`src/rtl/sfu_order2_eval.sv`:
```
// Second-order polynomial evaluator: y = C0 + C1*xl + C2*xl^2, producing a
// 27-bit unsigned fraction with clamp flags. Three register stages with valid/ready.
module sfu_order2_eval #(
   parameter int XL_W  = 16,
   parameter int TAG_W = 4
) (
   input  logic             clk,
   input  logic             rst,
   input  logic             in_valid,
   output logic             in_ready,
   input  logic [XL_W-1:0]  xl,
   input  logic [27:0]      c0,
   input  logic [19:0]      c1,
   input  logic [13:0]      c2,
   input  logic             sign_in,
   input  logic [TAG_W-1:0] tag_in,
   output logic             out_valid,
   input  logic             out_ready,
   output logic [26:0]      y,
   output logic             y_zero,
   output logic             sat_hi,
   output logic             sat_lo,
   output logic             sign_out,
   output logic [TAG_W-1:0] tag_out
);

   localparam int SQ_W = 2 * XL_W;
   localparam int P1_W = 20 + XL_W + 1;
   localparam int P2_W = 14 + XL_W + 1;

   // ---------------- handshake ----------------
   logic r_v1, r_v2, r_v3;
   logic w_ld1, w_ld2, w_ld3;

   assign w_ld3     = !r_v3 || out_ready;
   assign w_ld2     = !r_v2 || w_ld3;
   assign w_ld1     = !r_v1 || w_ld2;
   assign in_ready  = w_ld1;
   assign out_valid = r_v3;

   always_ff @(posedge clk) begin
      if (rst) begin
         r_v1 <= 1'b0;
         r_v2 <= 1'b0;
         r_v3 <= 1'b0;
      end else begin
         if (w_ld1) r_v1 <= in_valid;
         if (w_ld2) r_v2 <= r_v1;
         if (w_ld3) r_v3 <= r_v2;
      end
   end

   // ---------------- S1: capture + square ----------------
   logic [XL_W-1:0]  r1_xl;
   logic [27:0]      r1_c0;
   logic [19:0]      r1_c1;
   logic [13:0]      r1_c2;
   logic [SQ_W-1:0]  r1_sq;
   logic             r1_sign;
   logic [TAG_W-1:0] r1_tag;

   // Data only moves behind a valid token, so unreset regs never reach outputs as X.
   always_ff @(posedge clk) begin
      if (w_ld1 && in_valid) begin
         r1_xl   <= xl;
         r1_c0   <= c0;
         r1_c1   <= c1;
         r1_c2   <= c2;
         r1_sq   <= {{XL_W{1'b0}}, xl} * {{XL_W{1'b0}}, xl};
         r1_sign <= sign_in;
         r1_tag  <= tag_in;
      end
   end

   // ---------------- S2: products aligned to 2^-28 ----------------
   logic signed [P1_W-1:0] w_p1_full;
   logic signed [P2_W-1:0] w_p2_full;
   logic        [XL_W-1:0] w_sq_hi;

   assign w_sq_hi   = XL_W'(r1_sq >> XL_W);
   assign w_p1_full = $signed({{(P1_W-20){r1_c1[19]}}, r1_c1})
                    * $signed({{(P1_W-XL_W){1'b0}}, r1_xl});
   assign w_p2_full = $signed({{(P2_W-14){r1_c2[13]}}, r1_c2})
                    * $signed({{(P2_W-XL_W){1'b0}}, w_sq_hi});

   logic        [27:0]      r2_c0;
   logic signed [31:0]      r2_p1;
   logic signed [31:0]      r2_p2;
   logic                    r2_sign;
   logic        [TAG_W-1:0] r2_tag;

   always_ff @(posedge clk) begin
      if (w_ld2 && r_v1) begin
         r2_c0   <= r1_c0;
         r2_p1   <= 32'(w_p1_full >>> (XL_W - 8));
         r2_p2   <= 32'(w_p2_full >>> (XL_W - 14));
         r2_sign <= r1_sign;
         r2_tag  <= r1_tag;
      end
   end

   // ---------------- S3: sum and clamp ----------------
   logic signed [31:0] w_s;
   logic        [26:0] w_y;
   logic               w_hi, w_lo;

   assign w_s = $signed({4'b0000, r2_c0}) + r2_p1 + r2_p2;

   always_comb begin
      w_y  = '0;
      w_hi = 1'b0;
      w_lo = 1'b0;
      if (w_s < 0) begin
         w_lo = 1'b1;
      end else if (w_s > 32'sd268435455) begin
         w_hi = 1'b1;
         w_y  = '1;
      end else begin
         w_y  = w_s[27:1];
      end
   end

   logic [26:0]      r3_y;
   logic             r3_zero, r3_hi, r3_lo, r3_sign;
   logic [TAG_W-1:0] r3_tag;

   always_ff @(posedge clk) begin
      if (rst) begin
         r3_y    <= '0;
         r3_zero <= 1'b1;
         r3_hi   <= 1'b0;
         r3_lo   <= 1'b0;
         r3_sign <= 1'b0;
         r3_tag  <= '0;
      end else if (w_ld3 && r_v2) begin
         r3_y    <= w_y;
         r3_zero <= (w_y == '0);
         r3_hi   <= w_hi;
         r3_lo   <= w_lo;
         r3_sign <= r2_sign;
         r3_tag  <= r2_tag;
      end
   end

   assign y        = r3_y;
   assign y_zero   = r3_zero;
   assign sat_hi   = r3_hi;
   assign sat_lo   = r3_lo;
   assign sign_out = r3_sign;
   assign tag_out  = r3_tag;

endmodule

```
`config.mk`:
```
export PLATFORM = sky130hd
export DESIGN_NAME = sfu_order2_eval
export DESIGN_NICKNAME = d
export VERILOG_FILES = /design/src/rtl/sfu_order2_eval.sv
export SDC_FILE = /design/constraint.sdc
export NUM_CORES = 2
export LEC_CHECK = 0
export CAP_MARGIN = 0
export CELL_PAD_IN_SITES_DETAIL_PLACEMENT = 1
export CELL_PAD_IN_SITES_GLOBAL_PLACEMENT = 1
export CORE_MARGIN = 4
export CORE_UTILIZATION = 55
export CTS_BUF_LIST = sky130_fd_sc_hd__clkbuf_4 sky130_fd_sc_hd__clkbuf_8 sky130_fd_sc_hd__clkbuf_16
export DETAILED_ROUTE_END_ITERATION = 10
export GPL_ROUTABILITY_DRIVEN = 0
export PLACE_DENSITY_LB_ADDON = 0.1
export SETUP_SLACK_MARGIN = 0.2
export SLEW_MARGIN = 20
export SYNTH_ARGS = -nofsm -noshare
export SYNTH_HDL_FRONTEND = slang
export SYNTH_SLANG_ARGS = --single-unit
```
`constraint.sdc`:
```
create_clock -name clk -period 24.6 [get_ports clk]
set_input_delay 7.38 -clock clk [delete_from_list [all_inputs] [get_ports clk]]
set_output_delay 7.38 -clock clk [all_outputs]
set_load 0.005 [all_outputs]
```
# Word-level counts from Yosys, hierarchy flattened
# Index checks and enable logic that the tools add are counted.
# totals
reg_bits	244
word_cells	43
# classes
addsub	2
mul	3
order_cmp	2
mux	5
reduce_logical	10
# op_table
cell	n
2-to-1 mux 27 bit	2
multiplier 20 x 17 -> 37 bit	1
multiplier 16 x 16 -> 32 bit	1
adder 30 x 29 -> 31 bit	1
> comparator 31 x 29 -> 1 bit (second input constant)	1
less-than comparator 31 x 1 -> 1 bit (second input constant)	1
multiplier 14 x 17 -> 31 bit	1
adder 29 x 29 -> 30 bit	1
zero test 27 bit	1
logical AND 1 bit	3
zero test 1 bit	3
logical OR 1 bit	3
2-to-1 mux 1 bit	3

# Depth between registers and ports, before layout
# depth
word_depth	6
mapped_depth	26
ltp_nobuf	25

# Worst setup path before layout
# Ideal clock, no wire load.
# synth_timing
path_type	input to output
from	input out_ready
to	output in_ready
arrival_ns	7.785
required_ns	17.220
slack_ns	9.435
path_stages	2
cell_sequence	nor2b_1 nand3_1
# synth_between
elab_chain_len	3
# synth_lines
item	line_no	rtl
start, declared	18	input logic out_ready,
logical OR 1 bit	35	assign w_ld3 = !r_v3 || out_ready;
logical OR 1 bit	36	assign w_ld2 = !r_v2 || w_ld3;
logical OR 1 bit	37	assign w_ld1 = !r_v1 || w_ld2;
end, declared	10	output logic in_ready,
# No other way between the ends.

# Worst setup path in the final report
# Same ends and word-level chain as after synthesis.

==> flow_summary.yaml <==
floorplan:
  coreArea_mm2: 0.0630
  ios: 124
  die_h_um: 260
  core.rowCount: 92
  floorplan.die_area_mm2: 0.0677
  die_width_um: 260
  initial_core_util: 0.556
final_layout:
  drive_above_1_share: 0.0251
  final_common_cell: "inv_1"
  n_fill_cell: 6936
  final_cell_mix: "inv_1, fa_1, nand2_1"
  finalNetCount: 4610
  antennaDiodeCount: 0
  syn_to_final_growth_pct: 8.18
  utilization: 0.601
clock_tree:
  htree_levels: 1
  numCtsBuffers: 29
  clockBufferDepth: 3
  cts_resized: 0
  worstSkewPairLatency_ns: 0.60
  clk_pin_slew_ns: 0.06
  cts_hold_buf: 0
  cts_tree: "yes"
  clockRootBuffer: "clkbuf_16"
  clock_sinks: 228
  post-cts-setup-buffers: 0
timing:
  slew_headroom: 0.304
  min_period_ns: 16.44
  hold_viol_final: 0
  fmax_ghz: 0.0608
  worstMarginPinSlew_ns: 1.04
  holdWs_ns: 0.405
  setup_viol: 0
  rsz0062_at_grt: "no"
  skew_ns: 0.0275
  period_share: 0.668
  tns_ns: 0
  final_max_slew_viol_count: 0
detailed_routing:
  vias: 24200
  routed_wl_um: 92100
  dr.pass1.iters: 5
  drtIter0Drc: 1326
  drc: 0
  wire_per_inst_um: 21.0
  via_per_inst: 5.51
  antenna_left: 0
setup_path:
  start_kind: "primary input"
  crit_fanout: 7
  arrival_ns: 9.06
  criticalPathCategory: "primary input to output port"
  cp.required_ns: 17.22
  worst_setup_path_end_kind: "output port"
synthesis:
  seq_area_frac_synth: 0.185
  synth_seq_cells: 228
  ys.warnings.count: 0
  netlist_area_mm2: 0.0350
  async_flop_share: 0
  synth_edf_count: 190
  synth_cell_types: 80
  syn_nets: 4564
  syn_area_per_cell_um2: 10.1
  synth-main-ff-cell: "edfxtp_1"
  syn_inst: 3472
hold_path:
  hold_path.class: "register to register"
run:
  maxCapViolCount: 0
placement:
  io_buffer_count: 123
  place_hpwl_um: 73000
grt:
  antenna_found_initial: 2
  grt_pass1_wl_um: 151000
  grt_pass1_vias: 29100
  gr-total-overflow: 0
  grtUsageTotal: 0.285
  grt_max_degree: 66
run_status:
  status: "completed"
[cells in the mapped netlist, types with 20 or more instances]
cell type / instances / share of area
nor2_1: 86 / 0.0092
dfxtp_1: 38 / 0.022
a21oi_1: 112 / 0.016
o21ai_0: 35 / 0.0050
nand2b_1: 23 / 0.0041
xnor2_1: 71 / 0.018
clkbuf_1: 105 / 0.011
inv_1: 789 / 0.085
nand3_1: 22 / 0.0031
edfxtp_1: 190 / 0.16
and2_1: 297 / 0.053
nand2_1: 410 / 0.044
xor2_1: 24 / 0.0060
nor3_1: 20 / 0.0029
o21ai_1: 23 / 0.0033
ha_1: 328 / 0.12
fa_1: 677 / 0.39
a21o_1: 37 / 0.0079
[routing by layer]
layer,wire (µm),vias up,track usage
met3,3810,223,0.0326
met1,34900,12700,0.334
met5,0,-,0
met4,4240,0,0.114
met2,49100,581,0.530
li1,-,10700,-
[metrics by stage]
step | setup WS [ns] | area [µm²] | cells
4_1_cts | 8.15 | 37800 | 4385
6_report | 8.16 | 37800 | 4385
3_3_place_gp | 8.30 | 36900 | 4333
2_1_floorplan | 9.43 | 35000 | 3472
5_1_grt | 8.07 | 37800 | 4385
3_5_place_dp | 8.15 | 36900 | 4333
[cells by family (layout without fill, tap and decap cells)]
| kind of cell | Yosys count | in the layout | synth area share |
|---|---|---|---|
| muxes | 3 | 3 | 0.00125 |
| DFF | 228 | 228 | 0.185 |
| AOI/OAI and AO/OA | 318 | 318 | 0.0593 |
| xor gates and xnor gates | 95 | 95 | 0.0238 |
| buffers and inverters | 906 | 973 | 0.0981 |
| adders and majority gates | 1005 | 1005 | 0.505 |
| and+or+nand+nor | 917 | 917 | 0.128 |
[critical path: stages]
cell             delay (ns)
clkdlybuf4s50_1        0.41
nor2b_1                0.54
nand3_1                0.22
clkdlybuf4s50_1        0.51
[registers in the layout (all words and copies together), names as in the netlist, 4 cells and up]
signal   flops
r1_sq       16
r2_tag       4
r2_p1       29
tag_out      4
r1_c2       14
r2_c0       28
r1_xl       16
r1_c1       20
r2_p2       29
y           27
r1_tag       4
r1_c0       28
[cell type report]
type / count / area (µm²) / share of cell area
inverters: 790 / 2970 / 0.0783
clock inverters: 16 / 131 / 0.00347
well taps: 846 / 1060 / 0.0280
multi-input cells: 2338 / 25100 / 0.664
repair buffers: 131 / 1290 / 0.0341
flip-flops and latches: 228 / 6470 / 0.171
clock buffers: 36 / 815 / 0.0215
[final timing paths]
check	slack [ns]	depth (start not counted)	endpoint	start
hold reg to reg	0.40	0	r2_c0[20]	r1_c0[20]
setup / recovery	8.16	4	in_ready	out_ready
setup reg to reg	16.81	21	r2_p1[28]	r1_xl[2]
hold / removal	0.40	0	r2_c0[20]	r1_c0[20]
Power is left out: the tool's default activity adds up to more than one toggle a clock period on the data nets, which glitch-free logic cannot reach.
